## config.mk

```make
export PLATFORM = sky130hd
export DESIGN_NAME = packet_builder
export DESIGN_NICKNAME = d
export VERILOG_FILES = /design/src/rtl/packet_builder.sv
export SDC_FILE = /design/constraint.sdc
export NUM_CORES = 1
export LEC_CHECK = 0
export ABC_CLOCK_PERIOD_IN_PS = 23100
export BUFFER_PORTS_ARGS = -buffer_cell sky130_fd_sc_hd__buf_2
export CAP_MARGIN = 0
export CELL_PAD_IN_SITES_DETAIL_PLACEMENT = 2
export CELL_PAD_IN_SITES_GLOBAL_PLACEMENT = 2
export CORE_MARGIN = 10
export CORE_UTILIZATION = 36
export CTS_CLUSTER_DIAMETER = 200
export CTS_CLUSTER_SIZE = 28
export DETAILED_ROUTE_END_ITERATION = 7
export PLACE_DENSITY = 0.93
export SYNTH_ARGS = -nofsm -noshare
export SYNTH_HDL_FRONTEND = slang
export SYNTH_SLANG_ARGS = --single-unit
```

## constraint.sdc

```tcl
create_clock -name clk -period 23.1 [get_ports clk]
set_input_delay 2.31 -clock clk [delete_from_list [all_inputs] [get_ports clk]]
set_output_delay 2.31 -clock clk [all_outputs]
set_load 0.1 [all_outputs]
```

## src/rtl/packet_builder.sv

```systemverilog
`default_nettype none
// +----------------------------------------------------------------------------+
// | Module      : packet_builder                                               |
// | Description : Latches a packet request from the connection FSM, fetches an |
// |               optional payload word, computes a one's-complement checksum  |
// |               and streams the packet big-endian over a valid/ready port.   |
// | Revision    : 1.0 - initial release                                        |
// +----------------------------------------------------------------------------+
module packet_builder #(
  parameter int         ADDR_W    = 16,
  parameter logic [7:0] SYNC_BYTE = 8'hA5
) (
  input  logic              clk,
  input  logic              reset_n,
  input  logic              readyout,
  input  logic              control,
  input  logic [31:0]       SEQout,
  input  logic [31:0]       ACKout,
  input  logic [8:0]        flagsout,
  input  logic [31:0]       ISN,
  output logic [ADDR_W-1:0] mem_addr,
  output logic              mem_rd,
  input  logic [31:0]       mem_data,
  output logic [7:0]        tx_data,
  output logic              tx_valid,
  input  logic              tx_ready,
  output logic              packetsent,
  output logic              busy,
  output logic              dropped
);

  typedef enum logic [2:0] {
    S_IDLE     = 3'd0,
    S_FETCH    = 3'd1,
    S_WAIT_MEM = 3'd2,
    S_CALC     = 3'd3,
    S_SEND     = 3'd4,
    S_DONE     = 3'd5
  } state_t;

  // Index of the last byte: 13-byte control packets, 17-byte data packets.
  localparam logic [4:0] c_LAST_CTRL = 5'd12;
  localparam logic [4:0] c_LAST_DATA = 5'd16;

  state_t      r_state;
  state_t      w_next;

  logic [31:0] r_seq;
  logic [31:0] r_ack;
  logic [8:0]  r_flags;
  logic        r_ctrl;
  logic [31:0] r_payload;
  logic [15:0] r_csum;
  logic [4:0]  r_cnt;
  logic        r_dropped;

  logic [15:0] w_fhalf;
  logic [15:0] w_sum;
  logic [31:0] w_addr_full;
  logic [4:0]  w_last_idx;
  logic        w_accept;
  logic        w_last_accept;
  logic        w_start;
  logic [7:0]  w_byte;

  // 16-bit one's-complement add with the end-around carry folded back in.
  // The folded result cannot carry again (max 0xFFFE + 1).
  function automatic logic [15:0] ones_add(input logic [15:0] a, input logic [15:0] b);
    logic [16:0] s;
    s = {1'b0, a} + {1'b0, b};
    return s[15:0] + {15'd0, s[16]};
  endfunction

  // Bit 15 of the flag halfword marks a data packet.
  assign w_fhalf       = {~r_ctrl, 6'd0, r_flags};
  assign w_addr_full   = r_seq - ISN;
  assign w_last_idx    = r_ctrl ? c_LAST_CTRL : c_LAST_DATA;
  assign w_accept      = (r_state == S_SEND) && tx_ready;
  assign w_last_accept = w_accept && (r_cnt == w_last_idx);
  assign w_start       = (r_state == S_IDLE) && readyout;

  // Checksum over the latched header fields, plus payload for data packets.
  always_comb begin
    w_sum = 16'h0000;
    w_sum = ones_add(w_sum, r_seq[31:16]);
    w_sum = ones_add(w_sum, r_seq[15:0]);
    w_sum = ones_add(w_sum, r_ack[31:16]);
    w_sum = ones_add(w_sum, r_ack[15:0]);
    w_sum = ones_add(w_sum, w_fhalf);
    if (!r_ctrl) begin
      w_sum = ones_add(w_sum, r_payload[31:16]);
      w_sum = ones_add(w_sum, r_payload[15:0]);
    end
  end

  // Byte selector: the checksum follows the flags directly for control packets.
  always_comb begin
    w_byte = 8'h00;
    case (r_cnt)
      5'd0:    w_byte = SYNC_BYTE;
      5'd1:    w_byte = r_seq[31:24];
      5'd2:    w_byte = r_seq[23:16];
      5'd3:    w_byte = r_seq[15:8];
      5'd4:    w_byte = r_seq[7:0];
      5'd5:    w_byte = r_ack[31:24];
      5'd6:    w_byte = r_ack[23:16];
      5'd7:    w_byte = r_ack[15:8];
      5'd8:    w_byte = r_ack[7:0];
      5'd9:    w_byte = w_fhalf[15:8];
      5'd10:   w_byte = w_fhalf[7:0];
      5'd11:   w_byte = r_ctrl ? r_csum[15:8] : r_payload[31:24];
      5'd12:   w_byte = r_ctrl ? r_csum[7:0]  : r_payload[23:16];
      5'd13:   w_byte = r_payload[15:8];
      5'd14:   w_byte = r_payload[7:0];
      5'd15:   w_byte = r_csum[15:8];
      5'd16:   w_byte = r_csum[7:0];
      default: w_byte = 8'h00;
    endcase
  end

  // State register; reset aborts any packet in flight immediately.
  always_ff @(posedge clk or negedge reset_n) begin
    if (!reset_n) begin
      r_state <= S_IDLE;
    end else begin
      r_state <= w_next;
    end
  end

  // Next-state and state-decoded outputs; outputs are idle values by default.
  always_comb begin
    w_next     = r_state;
    mem_addr   = '0;
    mem_rd     = 1'b0;
    tx_data    = 8'h00;
    tx_valid   = 1'b0;
    packetsent = 1'b0;
    busy       = 1'b0;
    case (r_state)
      S_IDLE: begin
        if (readyout) begin
          w_next = control ? S_CALC : S_FETCH;
        end
      end
      S_FETCH: begin
        busy     = 1'b1;
        mem_rd   = 1'b1;
        mem_addr = w_addr_full[ADDR_W-1:0];
        w_next   = S_WAIT_MEM;
      end
      S_WAIT_MEM: begin
        busy   = 1'b1;
        w_next = S_CALC;
      end
      S_CALC: begin
        busy   = 1'b1;
        w_next = S_SEND;
      end
      S_SEND: begin
        busy     = 1'b1;
        tx_valid = 1'b1;
        tx_data  = w_byte;
        if (w_last_accept) begin
          w_next = S_DONE;
        end
      end
      S_DONE: begin
        packetsent = 1'b1;
        w_next     = S_IDLE;
      end
      default: begin
        w_next = S_IDLE;
      end
    endcase
  end

  // Request latch: fields are captured once so later input changes are ignored.
  always_ff @(posedge clk or negedge reset_n) begin
    if (!reset_n) begin
      r_seq   <= 32'h0;
      r_ack   <= 32'h0;
      r_flags <= 9'h0;
      r_ctrl  <= 1'b0;
    end else if (w_start) begin
      r_seq   <= SEQout;
      r_ack   <= ACKout;
      r_flags <= flagsout;
      r_ctrl  <= control;
    end
  end

  // Payload capture; read data arrives the cycle after the fetch strobe.
  always_ff @(posedge clk or negedge reset_n) begin
    if (!reset_n) begin
      r_payload <= 32'h0;
    end else if (w_start) begin
      r_payload <= 32'h0;
    end else if (r_state == S_WAIT_MEM) begin
      r_payload <= mem_data;
    end
  end

  // Checksum register, written once all summed fields are stable.
  always_ff @(posedge clk or negedge reset_n) begin
    if (!reset_n) begin
      r_csum <= 16'h0;
    end else if (r_state == S_CALC) begin
      r_csum <= ~w_sum;
    end
  end

  // Byte counter advances only on an accepted handshake.
  always_ff @(posedge clk or negedge reset_n) begin
    if (!reset_n) begin
      r_cnt <= 5'd0;
    end else if (w_start || (r_state == S_DONE)) begin
      r_cnt <= 5'd0;
    end else if (w_accept) begin
      r_cnt <= r_cnt + 5'd1;
    end
  end

  // Sticky drop flag for requests arriving outside IDLE (including DONE).
  always_ff @(posedge clk or negedge reset_n) begin
    if (!reset_n) begin
      r_dropped <= 1'b0;
    end else if (readyout && (r_state != S_IDLE)) begin
      r_dropped <= 1'b1;
    end
  end

  assign dropped = r_dropped;

endmodule
`default_nettype wire

```

Yosys cells after proc, flatten, opt, wreduce, memory -nomap -nowiden
Index checks and enable logic that the tools add are counted.
{"block": "totals", "reg_bits": 131, "out_inout_bits": 29, "word_cells": 80}
{"block": "op_classes", "n_addsub": 14, "n_eq_ne": 24, "bitwise": 2, "n_mux": 19, "n_reduce_logical": 12}
{"op": "one-hot mux 8 bit (17 select lines)", "n": 1}
{"op": "adder 16 x 16 -> 17 bit", "n": 6}
{"op": "adder 16 x 1 -> 16 bit", "n": 6}
{"op": "two-way mux 32 bit", "n": 2}
{"op": "equality test 5 x 4 -> 1 bit (second input constant)", "n": 8}
{"op": "two-way mux 16 bit", "n": 2}
{"op": "two-way mux 8 bit", "n": 3}
{"op": "equality test 5 x 3 -> 1 bit (second input constant)", "n": 4}
{"op": "NOT 16 bit", "n": 1}
{"op": "subtractor 16 bit", "n": 1}
{"op": "two-way mux 5 bit", "n": 3}
{"op": "one-hot mux 3 bit (5 select lines)", "n": 1}
{"op": "equality test 5 x 2 -> 1 bit (second input constant)", "n": 2}
{"op": "equality test 3 x 2 -> 1 bit (second input constant)", "n": 2}
{"op": "equality test 3 bit (second input constant)", "n": 2}
{"op": "two-way mux 3 bit", "n": 2}
{"op": "adder 5 x 1 -> 5 bit (second input constant)", "n": 1}
{"op": "equality test 5 x 1 -> 1 bit (second input constant)", "n": 1}
{"op": "equality test 5 bit", "n": 1}
{"op": "equality test 5 bit (second input constant)", "n": 1}
{"op": "logical NOT 5 bit", "n": 1}
{"op": "logical AND 1 bit", "n": 4}
{"op": "two-way mux 1 bit", "n": 4}
{"op": "!= test 2 bit (second input constant)", "n": 2}
{"op": "other kinds (9)", "n": 10}

Longest topological paths before layout
Gate-level depths: netlist (run 1).
{"block": "logic_depth", "ltp_word": 14, "mapped_depth": 93, "mapped_depth_nobuf": 92}

Worst setup path after synthesis (run 1)
OpenSTA, ideal clock, no wires.
{"block": "synth_timing", "path_kind": "register to register", "startpoint": "register r_seq[0]", "endpoint": "register r_csum[15]", "n_path_buf": 1, "required_time_ps": 23029, "setup_slack_ps": 6796, "stages_incl_launch_ff": 92, "arrival_ps": 16233, "path_cell_list": "dfrtp_1 -> ha_1 -> inv_1 -> fa_1 -> nor2b_1 -> o21ai_0 -> a21boi_0 -> o21ai_0 -> a21boi_0 -> o2111ai_1 -> nand3_1 -> a31o_2 -> a21oi_1 -> o21bai_1 -> a21o_1 -> ha_1 -> ha_1 -> nand2_1 -> (+56 left out) -> ha_1 -> or2_2 -> a21oi_1 -> a31o_2 -> o21a_1 -> nor2b_1 -> o21ai_0 -> nand2b_1 -> ha_1 -> nand2_1 -> nor2_1 -> and4_1 -> and3_1 -> a41o_1 -> a221oi_1 -> xor2_1 -> nand3_1 -> nand4_1"}
{"block": "synth_between", "elab_chain_cells": 14}
{"item": "from (decl)", "line_no": "48", "text": "logic [31:0] r_seq;"}
{"item": "from (signal assigned)", "line_no": "185", "text": "r_seq <= SEQout;"}
{"item": "adder 16 x 16 -> 17 bit (*)", "line_no": "70", "text": "s = {1'b0, a} + {1'b0, b};"}
{"item": "adder 16 x 1 -> 16 bit (*)", "line_no": "71", "text": "return s[15:0] + {15'd0, s[16]};"}
{"item": "adder 16 x 16 -> 17 bit (*)", "line_no": "70"}
{"item": "adder 16 x 1 -> 16 bit (*)", "line_no": "71"}
{"item": "adder 16 x 16 -> 17 bit (*)", "line_no": "70"}
{"item": "adder 16 x 1 -> 16 bit (*)", "line_no": "71"}
{"item": "adder 16 x 16 -> 17 bit (*)", "line_no": "70"}
{"item": "adder 16 x 1 -> 16 bit (*)", "line_no": "71"}
{"item": "adder 16 x 16 -> 17 bit", "line_no": "70"}
{"item": "adder 16 x 1 -> 16 bit", "line_no": "71"}
{"item": "adder 16 x 16 -> 17 bit", "line_no": "70"}
{"item": "adder 16 x 1 -> 16 bit", "line_no": "71"}
{"item": "two-way mux 16 bit (*)", "line_no": "90", "text": "if (!r_ctrl) begin"}
{"item": "NOT 16 bit (*)", "line_no": "208", "text": "r_csum <= ~w_sum;"}
{"item": "to (signal assigned)", "line_no": "208"}
{"item": "to (decl)", "line_no": "53", "text": "logic [15:0] r_csum;"}
Every way passes the cells marked *; elsewhere a longest branch is shown, timed or not.
A chain may end at the register's enable or synchronous reset.

Final worst setup path (run 1)
{"block": "layout_timing", "startpoint": "register r_seq[1]", "endpoint": "register r_csum[12]"}
The elaborated chain is that of the path after synthesis.

==> results by group, run 1 <==
Clocking
  • Clk slew on worst S/H paths: 0.07 ns
  • Cts bufs inserted: 17
  • Clk sink count: ~130
  • Htree depth: 4
  • CTS tree: done
  • Clock latency on the worst-skew pair: 0.48 ns
  • Post_cts resized: 0
  • Hold Buf Count CTS: 0
  • Root Driver: clkbuf_16
  • Post-CTS setup buffers: 0
  • Clock Path Buffers: 2

Place
  • # port buffers: around 150
  • GPL Wtd Cong: 0.887
  • Detailed Place HPWL: roughly 46 mm
  • Dpl cells: between 2k and 2.5k

Final layout
  • Layout area overhead: 14.6%
  • Final cell count without fillers: ~2.1k
  • Final #Nets: around 1.9k
  • Layout cell share with drive strength beyond 1: 18.7%
  • Most common cell after layout, fill and taps aside: nand2_1
  • Commonest cells after routing, fill and taps aside: 169 x nand2_1, 153 x buf_2, 131 x dfrtp_1
  • FILL cells: 3874

Floorplanning
  • CORE AREA: 34500 sq um
  • Die area: approximately 43000 sq um
  • IO Count: between 150 and 200
  • Die H: about 210 um
  • Die Width: slightly above 200 um
  • Std cell rows: 68
  • Initial core utilization: 36.5%

Logic synthesis
  • Synth top area share: a little over a quarter
  • Async set-reset flop share out of synthesis: 100%
  • Sequential area share after synthesis: 26.0%
  • #FFs+latches synth: around 130
  • Unique masters post-synth: 79
  • Main synth FF type: dfrtp_1
  • Number of flops mapped to enable cells by yosys: 0
  • Dominant cell type by area after synthesis: dfrtp_1
  • Post-Synthesis Net Count: 1729
  • Synth top area cells: dfrtp_1 26%, ha_1 12%, mux2_2 7.5%, xnor2_1 6.6%, nand2_1 5.0%
  • Syn Area/Cell: ~8.6 sq um
  • Synth Instances: approximately 1.5k
  • YS warnings: 0
  • Cell Area, Synth: approximately 13000 sq um

STA
  • Clock skew: ~0.03 ns
  • Max Clock Freq: between 40 and 50 MHz
  • Setup Viol. Count Final: 0
  • Final Critical Period: between 20 and 25 ns
  • Final hold violation count: 0
  • Fin crit share: between 90% and 100%
  • Rel. slew slack: -0.956%
  • Final slew viol count: 9
  • RSZ-0062 raised after global routing: no
  • Slew @ Worst Pin: between 1.5 and 2 ns
  • Setup TNS: 0 ns
  • Final hold slack: approximately 0.5 ns

Critical path
  • Most used cell, CP: ha_1
  • Max incr delay on CP: 0.58 ns
  • Crit Path Class: reg2reg
  • CP required: about 23 ns
  • Critical path peak fanout: 6
  • R2R cell count: slightly below 90
  • Startpoint Class: flip-flop
  • Crit path DAT: ~22 ns
  • Critical Path Source: r_seq[1]
  • Slowest CP cell: o41ai_2
  • Crit end category: flip-flop
  • Reg2reg start: r_seq[1]

Detailed routing
  • Via count: about 13k
  • Mean number of vias per cell: 6.22
  • Pre-Repair DR Iteration Count: 5
  • Routed Antenna Nets: 0
  • DRC Markers: 0
  • Routed WL: approximately 60 mm
  • DRT iter0 DRCs: approximately 1.2k
  • WL/cell: just under 30 um

Global route
  • Largest net degree at the start of global routing: 73
  • GRT Total Usage: between 20% and 30%
  • Antenna violations before repair: 2
  • Vias in the first global route: 14.5k
  • First-pass GRT wire length: 91.4 mm
  • Total grt overflow: 0

Worst hold path
  • Hold Crit Start: r_csum[4]
  • Worst hold path stage count: 1
  • Min-delay worst type: reg2reg

Status
  • Failing checks: max-capacitance violations, max-slew violations
  • Status: finished with violations

Run
  • Max Cap Violations: 1
==> cells in the mapped netlist (all sizes together), types with 5 or more instances <==
cell type / instances
nand2: 169
nor3: 36
and3: 23
o21ai: 62
nand2b: 13
o21bai: 16
xnor2: 95
ha: 123
o211ai: 8
xor2: 57
inv: 56
a21o: 26
a21boi: 9
nand4: 18
a221oi: 13
o31ai: 6
mux2i: 6
a211oi: 20
a31o: 5
dfrtp: 131
or2: 11
nor3b: 8
a22o: 6
nand3: 42
nor2: 89
or3: 17
o21a: 11
clkbuf: 36
a311oi: 5
a31oi: 8
nor2b: 12
nor4: 10
and2: 17
a22oi: 31
a21oi: 108
fa: 7
mux2: 84
==> kinds of logic (layout without fill, tap and decap cells) <==
family / after synthesis / in the layout / share of synthesized area, %
other: 0 / 2 / 0
buffers and inverters: 96 / 247 / 2.88
xor gates and xnor gates: 156 / 156 / 11.3
adders and majority gates: 130 / 130 / 13.3
AOI/OAI and AO/OA: 375 / 375 / 20.0
DFF: 131 / 131 / 26.0
and+or+nand+nor: 479 / 479 / 18.5
muxes: 90 / 90 / 7.99
==> through the flow <==
| stage | area [sq um] | worst slack [ns] | util [%] |
|---|---|---|---|
| after floorplan | 12600 | 6.80 | - |
| after global placement | 13800 | 3.87 | 40.0 |
| after detailed placement | 13800 | 2.36 | 40.0 |
| after CTS | 14400 | 1.81 | 41.8 |
| after global routing | 14400 | 0.314 | 41.8 |
| final | 14400 | 1.39 | 41.8 |
==> layout make-up <==
type,instances,area (sq um),share of cell area (%)
Inverter,57,214,1.48
Tap cell,455,569,3.94
Clock buffer,19,433,3.00
Clock inverter,13,174,1.20
Timing Repair Buffer,158,807,5.59
Sequential cell,131,3280,22.7
Antenna cell,2,5.00,0.0347
Multi-Input combinational cell,1230,8950,62.0
==> worst paths after layout <==
kind | to | slack, ns
worst max register to register | r_csum[12] | 1.39
worst min register to register | r_csum[4] | 0.49
max in group asynchronous | r_ack[12] | 19.79
worst max-delay path | r_csum[12] | 1.39
min in group asynchronous | r_seq[2] | 1.80
worst min-delay path | r_csum[4] | 0.49
==> sequential cells by signal, indices dropped and copies added (netlist names) <==
register / flops
r_payload: 32
r_cnt: 5
r_state: 3
r_seq: 32
r_csum: 16
dropped: 1
r_flags: 9
r_ack: 32
r_ctrl: 1
==> critical path, delay by kind of cell, from the launching register on <==
kind / cells / cell delay, ns
AO/OA/AOI/OAI: 44 / 10.67
XOR/XNOR: 5 / 1.07
adder cells (fa/ha/maj): 15 / 4.40
buffers and inverters: 1 / 0.19
flip-flops: 1 / 0.54
AND/OR/NAND/NOR: 23 / 4.63
==> routing by layer <==
| layer | share of wire, % | GRT usage (%) | up-vias |
|---|---|---|---|
| met4 | 6.1 | 16.1 | 0 |
| met5 | 0 | 0 | - |
| met3 | 6.8 | 6.12 | 213 |
| li1 | - | - | 5598 |
| met1 | 38 | 30.6 | 6430 |
| met2 | 49 | 46.4 | 598 |
Power of run 1 is left out: the tool's default activity adds up to more than one toggle a clock period on the data nets, which glitch-free logic cannot reach.
==> run 2, diff against run 1 <==
==> constraint.sdc (replaced) <==
create_clock -name clk -period 23.1 [get_ports clk]
set_input_delay 5.775 -clock clk [delete_from_list [all_inputs] [get_ports clk]]
set_output_delay 5.775 -clock clk [all_outputs]
set_load 0.1 [all_outputs]
==> results by group, run 2 (same netlist as run 1, synthesis figures left out) <==
Critical path
  • Crit Path Class: reg2reg
  • Max incr delay on CP: between 0.6 and 0.7 ns
  • CP required: ~23 ns
  • Crit path DAT: about 22 ns
  • Slowest CP cell: o41ai_2
  • Most used cell, CP: ha_1
  • Startpoint Class: flip-flop
  • Critical path peak fanout: 6
  • Crit end category: flip-flop

Clocking
  • Clock latency on the worst-skew pair: 0.48 ns
  • Post-CTS setup buffers: 0
  • Cts bufs inserted: 17
  • Clock Path Buffers: 2
  • Htree depth: 4
  • Clk slew on worst S/H paths: about 0.07 ns
  • Hold Buf Count CTS: 0
  • Root Driver: clkbuf_16
  • Clk sink count: approximately 130
  • Post_cts resized: 0
  • CTS tree: done

Global route
  • First-pass GRT wire length: between 90 and 100 mm
  • Antenna violations before repair: 2
  • Total grt overflow: 0
  • Vias in the first global route: 14.5k
  • GRT Total Usage: roughly a quarter
  • Largest net degree at the start of global routing: 68

Detailed routing
  • Routed WL: between 50 and 60 mm
  • DRT iter0 DRCs: 990
  • Mean number of vias per cell: between 6 and 7
  • Via count: 12.8k
  • Routed Antenna Nets: 0
  • WL/cell: 28.3 um
  • Pre-Repair DR Iteration Count: 6
  • DRC Markers: 0

Status
  • Status: completed

Final layout
  • Layout area overhead: 14.5%
  • Top flop regs: r_ack x32, r_payload x32, r_seq x32
  • Commonest cells after routing, fill and taps aside: 169 x nand2_1, 153 x buf_2, 131 x dfrtp_1
  • FILL cells: around 3.9k
  • Most common cell after layout, fill and taps aside: nand2_1
  • Layout cell share with drive strength beyond 1: between 10% and 20%
  • Final #Nets: about 1.9k

STA
  • Max Clock Freq: 46.8 MHz
  • Fin crit share: between 90 and 100%
  • Slew @ Worst Pin: 1.11 ns
  • Final Critical Period: ~21 ns
  • Setup Viol. Count Final: 0
  • Clock skew: between 0.015 and 0.02 ns
  • Final slew viol count: 0
  • RSZ-0062 raised after global routing: no
  • Final hold violation count: 0
  • Setup TNS: 0 ns
  • Rel. slew slack: between 20% and 30%

Place
  • # port buffers: ~150
  • GPL Wtd Cong: between 0.9 and 1
  • Detailed Place HPWL: approximately 46 mm

Floorplanning
  • Die H: ~210 um
  • Die Width: between 200 and 250 um
  • Die area: between 40000 and 50000 sq um
  • Std cell rows: 68
  • CORE AREA: about 35000 sq um
  • IO Count: roughly 170
  • Initial core utilization: roughly 36%

Worst hold path
  • Min-delay worst type: reg2reg

Run
  • Max Cap Violations: 0
run 2: area by class of cell:
cell class	instances	area [sq um]	area share, %
timing repair buffer	158	807	5.60
multi-input combinational	1230	8950	62.1
inverter	57	214	1.48
tap	455	569	3.95
clock inverter	13	148	1.02
antenna	2	5.00	0.0347
sequential	131	3280	22.7
clock buffer	19	443	3.07
run 2: metrics by stage:
step           util [%]  setup slack, ns  std cells  hold WS, ns  instance area, sq um
2_1_floorplan         -             6.80       1457        0.432                 12600
3_3_place_gp       40.0             3.85       2031        0.454                 13800
3_5_place_dp       40.0             2.39       2031        0.459                 13800
4_1_cts            41.7             2.08       2063        0.476                 14400
5_1_grt            41.7            0.474       2065        0.514                 14400
6_report           41.7             1.73       2065        0.488                 14400
run 2: path summary, 6_finish.rpt:
path	startpoint	to	slack, ns	cells after the start
min in group asynchronous	reset_n	dropped	5.29	1
worst min-delay path	r_csum[5]	r_csum[5]	0.49	2
worst max register to register	r_seq[1]	r_csum[12]	1.73	88
worst max-delay path	r_seq[1]	r_csum[12]	1.73	88
worst min register to register	r_csum[5]	r_csum[5]	0.49	2
max in group asynchronous	reset_n	r_flags[3]	16.42	2
run 2: routing by layer:
metal | global-route usage [%] | routed length [um]
met5 | 0 | 0
met4 | 14.3 | 2950
met3 | 5.39 | 3550
met2 | 46.1 | 29200
met1 | 30.1 | 22800
run 2: critical path, delay by kind of cell, from the launching register on:
kind            cells  cell delay [ns]
compound gates     43            10.26
xor+xnor            5             0.92
fa+ha+maj          15             4.30
buf+inv             1             0.17
flops               1             0.55
simple gates       24             4.97
Power of run 2 is left out for the same reason.
